==> src/rtl/ps_cnd_eval.sv <==
// ps_cnd_eval: condition-code evaluator for a program sequencer.
// Resolves a 5-bit condition against the arithmetic status flags or the
// loop-counter-expired flag, and owns the hardware loop-counter stack
// whose top feeds that flag.
module ps_cnd_eval #(
  parameter int NSTAT    = 8,
  parameter int LC_DEPTH = 4,
  parameter int LCW      = 16,
  parameter int BYPASS   = 1
) (
  input  logic             clk,
  input  logic             rst_n,
  input  logic             cnd_en,
  input  logic [4:0]       op_cnd,
  input  logic [NSTAT-1:0] astat_in,
  input  logic             astat_we,
  input  logic             lc_push,
  input  logic [LCW-1:0]   lc_init,
  input  logic             lc_pop,
  input  logic             lc_dec,
  input  logic             lc_err_clr,
  output logic             cnd_stat,
  output logic             cnd_vld,
  output logic [LCW-1:0]   lc_top,
  output logic             lce,
  output logic             lc_full,
  output logic             lc_empty,
  output logic             lc_err
);

  // Depth counter must hold 0..LC_DEPTH; entry index only 0..LC_DEPTH-1.
  localparam int DW = $clog2(LC_DEPTH + 1);
  localparam int AW = (LC_DEPTH > 1) ? $clog2(LC_DEPTH) : 1;

  localparam logic [4:0] OP_FOREVER = 5'b11111;

  logic [NSTAT-1:0] astat_q;
  logic [LCW-1:0]   stk [LC_DEPTH];
  logic [DW-1:0]    depth;
  logic [AW-1:0]    top_idx;
  logic [AW-1:0]    push_idx;

  logic [7:0]       s_p0;
  logic             res_p0;
  logic             cnd_stat_p1;
  logic             vld_p1;
  logic             err_set;

  // Loop counts saturate at zero so a stray decrement never wraps to a huge count.
  function automatic logic [LCW-1:0] sat_dec(input logic [LCW-1:0] v);
    sat_dec = (v == '0) ? '0 : v - LCW'(1);
  endfunction

  // Condition-code table: flag layout AZ,AV,AN,AC,MS,MV,SV,SZ in bits 0..7.
  function automatic logic base_sel(input logic [3:0] code,
                                    input logic [7:0] s,
                                    input logic       lc_exp);
    case (code)
      4'b0000: base_sel = s[0];
      4'b0001: base_sel = s[2];
      4'b0010: base_sel = s[0] | s[2];
      4'b0011: base_sel = s[3];
      4'b0100: base_sel = s[1];
      4'b0101: base_sel = lc_exp;
      4'b1000: base_sel = s[5];
      4'b1001: base_sel = s[4];
      4'b1010: base_sel = s[6];
      4'b1011: base_sel = s[7];
      default: base_sel = 1'b0;
    endcase
  endfunction

  assign top_idx  = AW'(depth - DW'(1));
  assign push_idx = AW'(depth);
  assign lc_empty = (depth == '0);
  assign lc_full  = (depth == DW'(LC_DEPTH));
  assign lc_top   = lc_empty ? '0 : stk[top_idx];
  assign lce      = !lc_empty && (lc_top == LCW'(1));

  // Stage p0: pick status source (optionally forwarding a same-cycle write) and evaluate.
  always_comb begin
    s_p0 = 8'((BYPASS != 0 && astat_we) ? astat_in : astat_q);
    if (op_cnd == OP_FOREVER)
      res_p0 = 1'b1;
    else
      res_p0 = base_sel(op_cnd[3:0], s_p0, lce) ^ op_cnd[4];
  end

  // Stage p1: register the result; an idle cycle yields a zero result and no valid.
  always_ff @(posedge clk or negedge rst_n) begin
    if (!rst_n) begin
      cnd_stat_p1 <= 1'b0;
      vld_p1      <= 1'b0;
    end else begin
      cnd_stat_p1 <= cnd_en & res_p0;
      vld_p1      <= cnd_en;
    end
  end

  assign cnd_stat = cnd_stat_p1;
  assign cnd_vld  = vld_p1;

  // Status register: holds until explicitly loaded.
  always_ff @(posedge clk or negedge rst_n) begin
    if (!rst_n)
      astat_q <= '0;
    else if (astat_we)
      astat_q <= astat_in;
  end

  // Loop-counter stack; push beats pop beats dec, push+pop on a live top replaces it.
  always_ff @(posedge clk or negedge rst_n) begin
    if (!rst_n) begin
      depth <= '0;
      for (int i = 0; i < LC_DEPTH; i++)
        stk[i] <= '0;
    end else begin
      if (lc_push && lc_pop && !lc_empty) begin
        stk[top_idx] <= lc_init;
      end else if (lc_push) begin
        if (!lc_full) begin
          stk[push_idx] <= lc_init;
          depth         <= depth + DW'(1);
        end
      end else if (lc_pop) begin
        if (!lc_empty)
          depth <= depth - DW'(1);
      end else if (lc_dec && !lc_empty) begin
        stk[top_idx] <= sat_dec(stk[top_idx]);
      end
    end
  end

  // Overflow (plain push when full) or underflow (plain pop when empty).
  assign err_set = (lc_push && !lc_pop && lc_full) ||
                   (lc_pop && !lc_push && lc_empty);

  // Sticky error flag; a fresh error outranks a clear in the same cycle.
  always_ff @(posedge clk or negedge rst_n) begin
    if (!rst_n)
      lc_err <= 1'b0;
    else if (err_set)
      lc_err <= 1'b1;
    else if (lc_err_clr)
      lc_err <= 1'b0;
  end

endmodule

==> config.mk <==
export PLATFORM = sky130hd
export DESIGN_NAME = ps_cnd_eval
export DESIGN_NICKNAME = d
export VERILOG_FILES = /design/src/rtl/ps_cnd_eval.sv
export SDC_FILE = /design/constraint.sdc
export NUM_CORES = 1
export LEC_CHECK = 0
export ABC_AREA = 1
export BUFFER_PORTS_ARGS = -buffer_cell sky130_fd_sc_hd__buf_2
export CAP_MARGIN = 30
export CORE_MARGIN = 2
export CORE_UTILIZATION = 30
export CTS_CLUSTER_DIAMETER = 80
export CTS_CLUSTER_SIZE = 30
export DETAILED_ROUTE_END_ITERATION = 8
export PLACE_DENSITY = 0.56
export SLEW_MARGIN = 10
export SYNTH_ARGS = -nofsm -noshare
export SYNTH_HDL_FRONTEND = slang
export SYNTH_SLANG_ARGS = --single-unit
==> constraint.sdc <==
create_clock -name clk -period 4.6 [get_ports clk]
set_input_delay 0.46 -clock clk [delete_from_list [all_inputs] [get_ports clk]]
set_output_delay 0.46 -clock clk [all_outputs]
set_load 0.02 [all_outputs]
==> summary.md, run 1 <==
| Metric | Value |
|---|---|
| Setup Skew | `between 0.007 and 0.008 ns` |
| Synth Register Bits | `78` |
| R2R Setup Slk | `~1.1 ns` |
| I/O Pins | `around 60` |
| Synth warn | `0` |
| Routability cong. | `between 0.9 and 1` |
| Commonest non-fill, non-tap cells in the layout | `nand2_1 (294), a21oi_1 (111), nor2_1 (88)` |
| TritonCTS clock tree | `yes` |
| Max-cap viol count | `0` |
| Hold Fails Final Rpt | `0` |
| Critical path depth | `10` |
| Vias in the first global route | `6338` |
| TritonRoute pass-1 iters | `5` |
| Synthesized cell area | `0.00604 mm^2` |
| First-pass GRT wire length | `35400 um` |
| Slowest CP cell | `ha_1` |
| WL final | `about 22000 um` |
| Synth async-reset ratio | `1.00` |
| Most common cell after layout, fill and taps aside | `nand2_1` |
| Max frequency | `278 MHz` |
| Delay-heaviest family, CP | `buffers and inverters` |
| Final Max Tran Viols | `0` |
| Tightest hold margin | `0.0652 ns` |
| Number of clock buffers inserted by TritonCTS | `9` |
| CTS Root Cell | `clkbuf_16` |
| Syn_nets | `about 1000` |
| CP arrival | `3.13 ns` |
| Net count, final | `1003` |
| Grt ovf | `0` |
| Reg2reg path depth | `16` |
| Worst Setup EP | `lce` |
| RSZ-0062 raised after global routing | `false` |
| Initial antenna violation count | `0` |
| Postcts setup bufs | `0` |
| Hold buffer count at cts | `0` |
| DRC Markers | `0` |
| Min-Delay Path Class | `input port to async pin` |
| Clk pin slew, worst setup/hold paths | `~0.07 ns` |
| Crit path top cell by count | `nand2_1` |
| Row Count | `slightly above 50` |
| WP buf/inv | `4` |
| R2r endpoint | `stk[58]` |
| Layout area overhead | `12.3%` |
| Sequential fraction of the synthesis area | `0.323` |
| Netlist cell types | `43` |
| Final setup fails | `0` |
| GRT met3 Usage | `0.0392` |
| CP startpoint kind | `flop` |
| Setup TNS | `0 ns` |
| Main synth FF type | `dfrtp_1` |
| Fin crit share | `0.781` |
| Layout cell share with drive strength beyond 1 | `0.158` |
| RR Startpoint | `depth[0]` |
| Core Region | `0.0196 mm^2` |
| Status | `finished, final reports clean` |
| Vias per std cell | `5.27` |
| CTS Sinks | `78` |
| CP Class | `flop to primary output` |
| H-Tree Depth | `3` |
| CP max FO | `36` |
| GR Util met1 | `0.270` |
| Max-slew headroom | `0.366` |
| Min Clock Period, post-route | `3.59 ns` |
| Die height | `146 um` |
| Worst slew pin tran | `0.950 ns` |
| Synth area leader | `dfrtp_1` |
| Worst-path cell chain | `inv_4, ha_1, inv_4, nand3_1, nand2_1, inv_1, nand2_1, nand2_1, nor4_1, buf_2` |
| Antenna viol nets, final | `0` |
| Die width | `146 um` |
| Gate Count Post-Synth | `932` |
| Vias | `6479` |
| CP max stage delay | `~0.6 ns` |
| Clock latency on the worst-skew pair | `0.36 ns` |
| Initial DRC Count | `between 600 and 700` |
| Clk buf depth | `2` |
| GRT Overall Usage | `0.211` |
| Dpl hpwl | `14400 um` |
| Post-synth EDFFs | `0` |
| Starting Density | `0.308` |
| Synth area leaders | `dfrtp_1 (32%), nand2_1 (18%), a21oi_1 (9.2%), nor2_1 (5.5%), nand3_1 (5.3%)` |
| Cts repair resizes | `0` |
| CP required | `4.14 ns` |
| Die area | `between 0.02 and 0.025 mm^2` |
| Avg Cell Area, Syn | `6.48 um^2` |
| Met2 Track Usage GR | `0.346` |
| Crit path capture type | `primary output` |
| DR WL/cell | `around 18 um` |
| Top cell type's share of synthesized area | `0.323` |
| Largest net degree at the start of global routing | `56` |
| Setup crit start | `depth[0]` |
| Most Crowded Layer GR | `met2` |
| Port bufs | `58` |
| Antenna Cells | `0` |
-- synth_stat cells, types with 2 or more instances --
master / n
a21oi_1: 111
buf_2: 18
buf_4: 4
buf_6: 8
clkbuf_1: 26
dfrtp_1: 78
ha_1: 7
inv_1: 47
inv_2: 9
inv_4: 2
mux2_2: 4
nand2_1: 294
nand2_2: 22
nand2_4: 6
nand3_1: 64
nand3_2: 9
nand4_1: 16
nor2_1: 89
nor2_2: 5
nor3_1: 5
nor4_1: 2
o211ai_1: 3
o211ai_2: 2
o21ai_0: 30
o21ai_1: 31
o22ai_1: 16
xnor2_1: 4
xor2_1: 5
-- kinds of logic after synthesis --
family,count (synthesis),synth area share
simple gates,518,0.377
compound gates,199,0.175
buf+inv,116,0.0890
flops,78,0.323
xor+xnor,9,0.0130
fa+ha+maj,7,0.0145
mux,5,0.00911
-- per-layer routing --
layer,vias up,wire (um),part of all wire
met1,3015,9480,0.43
met3,68,1500,0.068
li1,3123,-,-
met2,273,10300,0.46
met4,0,888,0.040
met5,-,0,0
-- flip-flops by register name, summed over array words and instances (netlist names) --
| signal | cells |
|---|---|
| depth | 3 |
| astat_q | 8 |
| lc_err | 1 |
| cnd_stat | 1 |
| stk | 64 |
| cnd_vld | 1 |
-- metrics by stage --
step	cells	setup slack, ns	util	instance area (um^2)
3_5_place_dp	1213	1.19	0.331	6480
5_1_grt	1229	0.821	0.346	6790
3_3_place_gp	1213	1.23	0.331	6480
2_1_floorplan	932	1.65	-	6040
4_1_cts	1229	1.00	0.346	6790
6_report	1229	1.01	0.346	6790
-- worst register-to-register path, delay by kind of cell (launching register included) --
kind / cells / cell delay, ns
AND/OR/NAND/NOR: 9 / 1.12
adder cells (fa/ha/maj): 2 / 0.84
buffers and inverters: 3 / 0.79
flip-flops: 1 / 0.41
AO/OA/AOI/OAI: 2 / 0.27
-- worst min path at each step --
stage / from / to / slack, ns / cells past startpoint
floorplan: rst_n / astat_q[0] / 0.16 / 0
global placement: rst_n / stk[60] / 0.47 / 1
detailed placement: rst_n / stk[60] / 0.47 / 1
CTS: rst_n / stk[60] / 0.08 / 1
global route: rst_n / stk[60] / 0.10 / 1
finish: rst_n / stk[60] / 0.07 / 1
-- layout make-up --
class | count | area [um^2]
multi-input cells | 738 | 3560
fillers | 2169 | 12800
clock inverters | 6 | 71.3
clock buffers | 10 | 239
inverters | 59 | 226
flip-flops and latches | 78 | 1950
repair buffers | 73 | 405
well taps | 265 | 332
Power of run 1 is not shown: default switching activity piles up to over one toggle a cycle in this logic, so the estimate is an artifact.
==> run 2, diff against run 1 <==
==> constraint.sdc (replaced) <==
create_clock -name clk -period 3.75 [get_ports clk]
set_input_delay 0.375 -clock clk [delete_from_list [all_inputs] [get_ports clk]]
set_output_delay 0.375 -clock clk [all_outputs]
set_load 0.02 [all_outputs]
==> run 2 against run 1 <==
Net effect:
- flip-flop and latch count unchanged
- sequential share of layout area fell by 0.20 points
- clock skew about the same
- global-route usage shrank 0.058 points
- worst hold slack improved by 0.032 ns
- critical endpoint unchanged
- die area unchanged
- register-to-register slack got worse by 0.28 ns
- first-iteration DRC count is 8.6% higher
==> summary.md, run 2 (same netlist as run 1, synthesis figures left out) <==
| Metric | Value |
|---|---|
| Min-Delay Path Class | `input port to async pin` |
| CP Class | `flop to primary output` |
| TritonRoute pass-1 iters | `5` |
| Crit path top cell by count | `nand2_1` |
| Most common cell after layout, fill and taps aside | `nand2_1` |
| Initial DRC Count | `718` |
| Dpl hpwl | `~15000 um` |
| Max-cap viol count | `0` |
| Vias per std cell | `between 5 and 6` |
| CP max stage delay | `slightly above 0.4 ns` |
| CP startpoint kind | `flop` |
| Cts repair resizes | `0` |
| TritonCTS clock tree | `yes` |
| Crit path capture type | `primary output` |
| Setup Skew | `roughly 0.0073 ns` |
| Largest net degree at the start of global routing | `56` |
| Die height | `146 um` |
| Met2 Track Usage GR | `0.355` |
| H-Tree Depth | `3` |
| Max frequency | `~340 MHz` |
| Finished Cell Area | `0.00683 mm^2` |
| GRT met3 Usage | `0.0389` |
| Layout area overhead | `13.1%` |
| DRC Markers | `0` |
| GR Util met1 | `0.271` |
| Die area | `0.0213 mm^2` |
| Finished Layout Cells | `about 1200` |
| CTS Sinks | `between 70 and 80` |
| Placed Cells | `1219` |
| DR WL/cell | `roughly 18 um` |
| Port bufs | `58` |
| R2r endpoint | `stk[6]` |
| Reg2reg path depth | `13` |
| Worst-path cell chain | `inv_1, ha_1, buf_4, nand3_1, nand2_1, inv_1, nand2_1, nand2_1, nor4_1, buf_2` |
| Routability cong. | `a little over 0.9` |
| RSZ-0062 raised after global routing | `false` |
| Worst slew pin tran | `0.813 ns` |
| RR Startpoint | `depth[1]` |
| R2R Setup Slk | `0.84 ns` |
| Most Crowded Layer GR | `met2` |
| Starting Density | `0.308` |
| Final Max Tran Viols | `0` |
| Hold Fails Final Rpt | `0` |
| Core Region | `slightly below 0.02 mm^2` |
| Clk buf depth | `2` |
| Status | `finished, final reports clean` |
| Layout cell share with drive strength beyond 1 | `0.163` |
| GRT Overall Usage | `0.210` |
| Antenna viol nets, final | `0` |
| Clk pin slew, worst setup/hold paths | `approximately 0.070 ns` |
| Max-slew headroom | `0.457` |
| Setup TNS | `0 ns` |
| Clock latency on the worst-skew pair | `between 0.3 and 0.4 ns` |
| Fin crit share | `0.779` |
| Max reg flops | `64` |
| Number of clock buffers inserted by TritonCTS | `9` |
| Die width | `146 um` |
| Vias in the first global route | `6203` |
| Top reg by flops | `stk` |
| CTS Root Cell | `clkbuf_16` |
| Initial antenna violation count | `0` |
| Net count, final | `around 1000` |
| CP max FO | `14` |
| Row Count | `51` |
| I/O Pins | `just under 60` |
| Commonest non-fill, non-tap cells in the layout | `nand2_1 (294), a21oi_1 (111), nor2_1 (88)` |
| First-pass GRT wire length | `35400 um` |
| WL final | `around 22000 um` |
| Top flop regs | `stk: 64 flops, astat_q: 8 flops, depth: 3 flops` |
| Vias | `between 6000 and 7000` |
| Slowest CP cell | `ha_1` |
| Postcts setup bufs | `0` |
| Hold buffer count at cts | `0` |
| CP arrival | `2.55 ns` |
| CP required | `around 3.4 ns` |
| Grt ovf | `0` |
| Area post-placement | `0.00653 mm^2` |
| Antenna Cells | `0` |
| Min Clock Period, post-route | `just under 3 ns` |
| Final setup fails | `0` |
==> run 2: cell count changes in the layout (fill, tap and decap cells not counted), sizes merged <==
cell	before	now
clkbuf	10	9
clkinvlp	2	0
clkinv	4	7
buf	73	79
==> run 2: cell type report <==
cell class / count / area (um^2)
Clock inverter: 7 / 75.1
Clock buffer: 9 / 225
Multi-Input combinational cell: 738 / 3560
Tap cell: 265 / 332
Timing Repair Buffer: 79 / 463
Sequential cell: 78 / 1950
Inverter: 59 / 226
Fill cell: 2201 / 12800
==> run 2: how the worst max path moves through the flow <==
stage	from	endpoint	slack [ns]	depth (start not counted)
global route	depth[1]	stk[32]	0.62	13
detailed placement	depth[1]	stk[6]	0.88	13
global placement	depth[1]	stk[6]	0.93	13
floorplan	depth[0]	lce	0.88	13
CTS	depth[1]	lce	0.82	10
finish	depth[1]	lce	0.83	10
==> run 2: worst max-delay path: cells and delay by family (launching register included) <==
family,cells,cell delay (ns)
buffers and inverters,4,0.70
adders and majority gates,1,0.41
and+or+nand+nor,5,0.71
DFF,1,0.38
==> run 2: through the flow <==
| step | hold slack (ns) | setup WS [ns] | util |
|---|---|---|---|
| 2_1_floorplan | 0.0794 | 0.881 | - |
| 3_3_place_gp | 0.464 | 0.932 | 0.334 |
| 3_5_place_dp | 0.465 | 0.879 | 0.334 |
| 4_1_cts | 0.123 | 0.823 | 0.349 |
| 5_1_grt | 0.133 | 0.615 | 0.349 |
| 6_report | 0.0972 | 0.829 | 0.349 |
==> run 2: metal layers <==
| layer | part of all wire | vias up | routed length (um) |
|---|---|---|---|
| met5 | 0 | - | 0 |
| met4 | 0.028 | 0 | 630 |
| li1 | - | 3126 | - |
| met3 | 0.061 | 55 | 1350 |
| met2 | 0.48 | 253 | 10700 |
| met1 | 0.43 | 3024 | 9440 |
Power of run 2 is left out for the same reason.
